===== src/rtl/wbtx_pkg.sv =====
// Shared types and constants for the write-back UART monitor.
// The transmitter emits each 16-bit word as two 8N1 frames, low byte first.
package wbtx_pkg;

    typedef enum logic [1:0] {
        IDLE  = 2'd0,
        START = 2'd1,
        DATA  = 2'd2,
        STOP  = 2'd3
    } tx_state_t;

    localparam int unsigned BITS_PER_BYTE  = 8;
    localparam int unsigned BYTES_PER_WORD = 2;

endpackage


===== src/rtl/sync_fifo.sv =====
// Single-clock show-ahead FIFO: rdata_o always presents the head entry.
// A push into a full FIFO is accepted only when a pop happens on the same edge.
module sync_fifo #(
    parameter int unsigned W     = 16,
    parameter int unsigned DEPTH = 8
) (
    input  logic                       clk_i,
    input  logic                       rst_ni,
    input  logic                       push_i,
    input  logic                       pop_i,
    input  logic [W-1:0]               wdata_i,
    output logic [W-1:0]               rdata_o,
    output logic                       full_o,
    output logic                       empty_o,
    output logic [$clog2(DEPTH+1)-1:0] count_o
);

    localparam int unsigned AW = $clog2(DEPTH);
    localparam int unsigned CW = $clog2(DEPTH + 1);

    logic [W-1:0]  mem_q [DEPTH];
    logic [AW-1:0] wr_ptr_q, wr_ptr_d;
    logic [AW-1:0] rd_ptr_q, rd_ptr_d;
    logic [CW-1:0] count_q, count_d;
    logic          do_push;
    logic          do_pop;

    assign full_o  = (count_q == CW'(DEPTH));
    assign empty_o = (count_q == '0);
    assign count_o = count_q;
    assign rdata_o = mem_q[rd_ptr_q];

    assign do_pop  = pop_i & ~empty_o;
    assign do_push = push_i & (~full_o | do_pop);

    // DEPTH is a power of two, so pointers wrap by natural overflow.
    always_comb begin
        wr_ptr_d = wr_ptr_q;
        rd_ptr_d = rd_ptr_q;
        count_d  = count_q;
        if (do_push) begin
            wr_ptr_d = wr_ptr_q + 1'b1;
        end
        if (do_pop) begin
            rd_ptr_d = rd_ptr_q + 1'b1;
        end
        unique case ({do_push, do_pop})
            2'b10:   count_d = count_q + CW'(1);
            2'b01:   count_d = count_q - CW'(1);
            default: count_d = count_q;
        endcase
    end

    always_ff @(posedge clk_i or negedge rst_ni) begin
        if (!rst_ni) begin
            wr_ptr_q <= '0;
            rd_ptr_q <= '0;
            count_q  <= '0;
        end else begin
            wr_ptr_q <= wr_ptr_d;
            rd_ptr_q <= rd_ptr_d;
            count_q  <= count_d;
        end
    end

    always_ff @(posedge clk_i) begin
        if (do_push) begin
            mem_q[wr_ptr_q] <= wdata_i;
        end
    end

endmodule


===== src/rtl/wb_uart_tx.sv =====
// Write-back monitor: buffers every register write and serialises it on an 8N1 UART line,
// low byte first. Writes that find the FIFO full are dropped and raise a sticky ovf flag.
module wb_uart_tx
    import wbtx_pkg::*;
#(
    parameter int unsigned W      = 16,
    parameter int unsigned DEPTH  = 8,
    parameter int unsigned CLKDIV = 16
) (
    input  logic                       clk_i,
    input  logic                       rst_ni,
    input  logic                       we_i,
    input  logic [W-1:0]               rwd_i,
    output logic                       txd_o,
    output logic                       busy_o,
    output logic                       ovf_o,
    output logic [$clog2(DEPTH+1)-1:0] fifo_cnt_o
);

    localparam int unsigned BW = $clog2(CLKDIV);
    localparam int unsigned IW = $clog2(BITS_PER_BYTE);
    localparam int unsigned CW = $clog2(DEPTH + 1);

    tx_state_t               state_q, state_d;
    logic [BW-1:0]           baud_q, baud_d;
    logic [IW-1:0]           idx_q, idx_d;
    logic                    hi_q, hi_d;
    logic [W-1:0]            shift_q, shift_d;
    logic                    txd_q, txd_d;
    logic                    ovf_q, ovf_d;

    logic                    pop;
    logic                    baud_wrap;
    logic [IW-1:0]           idx_next;
    logic [BITS_PER_BYTE-1:0] cur_byte;
    logic [W-1:0]            fifo_rdata;
    logic                    fifo_full;
    logic                    fifo_empty;
    logic [CW-1:0]           fifo_cnt;

    sync_fifo #(
        .W     (W),
        .DEPTH (DEPTH)
    ) u_fifo (
        .clk_i   (clk_i),
        .rst_ni  (rst_ni),
        .push_i  (we_i),
        .pop_i   (pop),
        .wdata_i (rwd_i),
        .rdata_o (fifo_rdata),
        .full_o  (fifo_full),
        .empty_o (fifo_empty),
        .count_o (fifo_cnt)
    );

    assign baud_wrap = (baud_q == BW'(CLKDIV - 1));
    assign idx_next  = idx_q + 1'b1;
    assign cur_byte  = hi_q ? shift_q[(BYTES_PER_WORD-1)*BITS_PER_BYTE +: BITS_PER_BYTE]
                            : shift_q[BITS_PER_BYTE-1:0];

    // txd_d is the line level for the state being entered, so txd_q changes with the state.
    always_comb begin
        state_d = state_q;
        baud_d  = baud_wrap ? '0 : baud_q + 1'b1;
        idx_d   = idx_q;
        hi_d    = hi_q;
        shift_d = shift_q;
        txd_d   = txd_q;
        pop     = 1'b0;
        unique case (state_q)
            IDLE: begin
                baud_d = '0;
                txd_d  = 1'b1;
                if (!fifo_empty) begin
                    pop     = 1'b1;
                    shift_d = fifo_rdata;
                    hi_d    = 1'b0;
                    state_d = START;
                    txd_d   = 1'b0;
                end
            end
            START: begin
                if (baud_wrap) begin
                    state_d = DATA;
                    idx_d   = '0;
                    txd_d   = cur_byte[0];
                end
            end
            DATA: begin
                if (baud_wrap) begin
                    if (idx_q == IW'(BITS_PER_BYTE - 1)) begin
                        state_d = STOP;
                        txd_d   = 1'b1;
                    end else begin
                        idx_d = idx_next;
                        txd_d = cur_byte[idx_next];
                    end
                end
            end
            STOP: begin
                if (baud_wrap) begin
                    if (!hi_q) begin
                        hi_d    = 1'b1;
                        state_d = START;
                        txd_d   = 1'b0;
                    end else begin
                        state_d = IDLE;
                        txd_d   = 1'b1;
                    end
                end
            end
            default: begin
                state_d = IDLE;
                txd_d   = 1'b1;
            end
        endcase
    end

    // A pop on the same edge frees a slot, so only a write with no pop can be lost.
    assign ovf_d = ovf_q | (we_i & fifo_full & ~pop);

    always_ff @(posedge clk_i or negedge rst_ni) begin
        if (!rst_ni) begin
            state_q <= IDLE;
            baud_q  <= '0;
            idx_q   <= '0;
            hi_q    <= 1'b0;
            shift_q <= '0;
            txd_q   <= 1'b1;
            ovf_q   <= 1'b0;
        end else begin
            state_q <= state_d;
            baud_q  <= baud_d;
            idx_q   <= idx_d;
            hi_q    <= hi_d;
            shift_q <= shift_d;
            txd_q   <= txd_d;
            ovf_q   <= ovf_d;
        end
    end

    assign txd_o      = txd_q;
    assign ovf_o      = ovf_q;
    assign fifo_cnt_o = fifo_cnt;
    assign busy_o     = (state_q != IDLE) | (fifo_cnt != '0);

endmodule


===== config.mk =====
export PLATFORM = sky130hd
export DESIGN_NAME = wb_uart_tx
export DESIGN_NICKNAME = d
export VERILOG_FILES = /design/src/rtl/wbtx_pkg.sv /design/src/rtl/sync_fifo.sv /design/src/rtl/wb_uart_tx.sv
export SDC_FILE = /design/constraint.sdc
export NUM_CORES = 1
export LEC_CHECK = 0
export CAP_MARGIN = 20
export CORE_ASPECT_RATIO = 0.8
export CORE_UTILIZATION = 60
export CTS_BUF_LIST = sky130_fd_sc_hd__clkbuf_16
export CTS_CLUSTER_SIZE = 20
export DETAILED_ROUTE_END_ITERATION = 10
export DONT_BUFFER_PORTS = 1
export HOLD_SLACK_MARGIN = 0.12
export PLACE_DENSITY = 0.76
export SYNTH_ARGS = -nofsm -noshare
export SYNTH_HDL_FRONTEND = slang
export SYNTH_SLANG_ARGS = --single-unit

===== constraint.sdc =====
create_clock -name clk_i -period 3.31 [get_ports clk_i]
set_input_delay 0.993 -clock clk_i [delete_from_list [all_inputs] [get_ports clk_i]]
set_output_delay 0.993 -clock clk_i [all_outputs]
set_load 0.05 [all_outputs]

==> metrics.md <==
| Metric | Value |
|---|---|
| GRT Total Usage | 22.0% |
| # IOs | 26 |
| Worst EP required | 2.32 ns |
| Routability congestion estimate | 0.809 |
| Outcome | complete, no violations |
| Post-synth top flop | edfxtp_1 |
| Total grt overflow | 0 |
| Critical path's top delay family | simple AND/OR/NAND/NOR gates |
| DRT iter0 DRCs | 202 |
| Setup Crit Path Kind | reg2out |
| Crit Path Max Fanout | 6 |
| Final wirelength | 11,800 um |
| Actual slew at the worst max-slew pin | 1.11 ns |
| Flops & latches, synth | 166 |
| Largest net degree at the start of global routing | 39 |
| Worst hold path type | in2async |
| Max-cap violations | 0 |
| Total setup buffers inserted after CTS | 0 |
| Post-CTS Hold Buffers | 0 |
| P per Cell Area | 925 nW/um^2 |
| Final Setup Violations | 0 |
| Crit-path cells | nor4_4, nand2_1 |
| CTS max path bufs | 2 |
| CTS sink cnt | 166 |
| Later-pin clock latency in the skew report | 0.41 ns |
| Full die area | 11,800 sq um |
| Hold Fails Final Rpt | 0 |
| Slowest cell on the critical path | nor4_4 |
| Residual DRC | 0 |
| Post-route ant nets | 0 |
| Die Wd | 121 um |
| Synth cell types | 45 |
| CP arrival | 1.75 ns |
| Unrepaired setup endpoints after global routing | false |
| IO buf count | 0 |
| Worst r2r dst | u_fifo.count_o[2] |
| First-pass GRT wire length | 18,800 um |
| Final-stage net count | 425 |
| H-Tree Depth | 4 |
| Number of global-route vias before repair | 3,405 |
| Pins Over Slew Limit | 0 |
| Synth warnings | 0 |
| Async set-reset flop share out of synthesis | 22.9% |
| Routed len/inst | 21.5 um |
| Ant diodes | 0 |
| CTS tree | yes |
| Post-synthesis sequential area ratio | 70.5% |
| Buf/Inv on CP | 0 |
| Max incr delay on CP | 0.48 ns |
| CTS buffer count | 17 |
| Worst VDD drop | 0.561 mV |
| Initial antenna violation count | 0 |
| Core Region | 10,900 sq um |
| R2r startpoint | state_q[0] |
| Share of layout cells above drive strength 1 | 22.4% |
| Leak Pwr | 2.74 nW |
| Endpoint class of the critical path | output pin |
| Worst R2R Setup Slack | 0.58 ns |
| Avg Inst Size Synth | 18.0 sq um |
| Total number of vias | 3,336 |
| R2R depth | 12 |
| Max frequency | 0.365 GHz |
| Crit path time final | 2.74 ns |
| Half-perimeter wire length after placement | 7180 um |
| Setup_tns | 0 ns |
| Crit path launch type | register |
| Clk pin slew, worst setup/hold paths | 0.07 ns |
| # rows | 34 |
| Initial Util | 62.2% |
| Synthesized cell area | 6800 sq um |
| Post-synth EDFFs | 128 |
| CTS Root Cell | clkbuf_16 |
| Cts repair resizes | 0 |
| Die Ht | 97.2 um |
| Mapped Cells | 377 |
| Pre-Repair DR Iteration Count | 4 |
| Area Overhead vs Synth | 12.2% |
| Net Count, Synth | 409 |
| Core Util, Final | 69.8% |
| Fin crit share | 82.9% |
| Vias per cell | 6.07 |
| Skew final | 0.00997 ns |
| Relative slew slack | 26.0% |
## area by class of cell
type | count | area, sq um
clock inverter | 15 | 188
sequential | 166 | 4800
tap | 144 | 180
multi-input combinational | 186 | 1890
fill | 671 | 3300
inverter | 6 | 22.5
timing repair buffer | 16 | 133
clock buffer | 17 | 425
## worst reg2reg max path: stages (launching register included)
cell and delay, ns:
dfrtp_1 0.42, inv_1 0.10, ha_1 0.33, nand2b_1 0.21, o41a_1 0.39, inv_1 0.14, ha_1 0.25, xor2_1 0.09
ha_1 0.19, a21oi_1 0.15, xor2_1 0.16, nor2_1 0.06, xor2_1 0.14
## logic make-up (layout without fill, tap and decap cells)
| group | Yosys count | count (layout) | synth area share [%] |
|---|---|---|---|
| simple gates | 65 | 65 | 4.86 |
| fa+ha+maj | 13 | 13 | 2.39 |
| compound gates | 41 | 41 | 3.75 |
| mux | 58 | 58 | 15.4 |
| xor+xnor | 9 | 9 | 1.16 |
| flops | 166 | 166 | 70.5 |
| buf+inv | 25 | 54 | 1.89 |
## state kept, by name, summed over array words and instances (netlist names), 2 cells and up
register         flops
shift_q             16
u_fifo.count_o       4
u_fifo.mem_q       128
u_fifo.rd_ptr_q      3
u_fifo.wr_ptr_q      3
idx_q                3
state_q              2
baud_q               4
## where the power goes
part,internal (mW),leakage (nW),switching [mW]
clock network,1.15,0.295,0.849
registers,2.70,1.63,0.429
logic,0.948,0.817,0.985
total,4.80,2.74,2.26
## worst max-delay path by stage
| stage | from | to | slack, ns | cells past startpoint |
|---|---|---|---|---|
| after CTS | u_fifo.count_o[3] | busy_o | 0.50 | 2 |
| after detailed placement | state_q[0] | u_fifo.count_o[2] | 0.60 | 12 |
| after global placement | state_q[0] | u_fifo.count_o[2] | 0.69 | 12 |
| after global routing | state_q[0] | u_fifo.count_o[2] | 0.39 | 12 |
| final | u_fifo.count_o[3] | busy_o | 0.57 | 2 |
| after floorplan | state_q[0] | u_fifo.mem_q[0][0] | 0.40 | 7 |
## synthesized netlist by cell type (2+ instances only)
master    number  area [sq um]
a211oi_1       2          15.0
inv_1          6          22.5
or3_1          2          12.5
buf_6          2          22.5
xor2_1         4          35.0
dfrtp_1       37           926
a21oi_1        8          40.0
mux2_2         4          45.0
nor2b_1        3          18.8
mux2i_1       18           180
nand2_1       31           116
o31ai_1        2          15.0
clkbuf_1       4          15.0
mux4_2        32           721
o21ai_0       19          95.1
buf_2          9          45.0
xnor2_1        5          43.8
edfxtp_1     128          3840
nor2_1        10          37.5
ha_1          13           163
nand2b_1       5          31.3
a22o_1         4          35.0
nor3_1         4          20.0
mux4_1         4           105
## layer usage
layer | vias to the layer above | global-route usage, % | routed length, um
li1 | 1511 | - | -
met3 | 10 | 6.10 | 447
met1 | 1736 | 31.4 | 5450
met4 | 0 | 6.46 | 189
met2 | 79 | 33.8 | 5720
met5 | - | 0 | 0
## layout by cell type (no fill, tap or decap), types with 8 or more instances in the layout
master / count
nand2_1: 31
a21oi_1: 8
mux4_2: 32
dfrtp_1: 36
o21ai_0: 19
nor2_1: 10
mux2i_1: 18
clkbuf_16: 17
edfxtp_1: 128
ha_1: 13
buf_4: 15
## through the flow
step           setup WS [ns]  area (sq um)  total power [mW]  hold WS, ns  instances
2_1_floorplan          0.396          6800              4.59        0.442        377
3_3_place_gp           0.693          7020              5.05        0.457        518
3_5_place_dp           0.602          7020              5.13        0.471        518
4_1_cts                0.503          7630              7.12        0.256        550
5_1_grt                0.391          7630              7.43        0.246        550
6_report               0.567          7630              7.06        0.268        550
No activity file was read; power rests on OpenSTA's default activity.
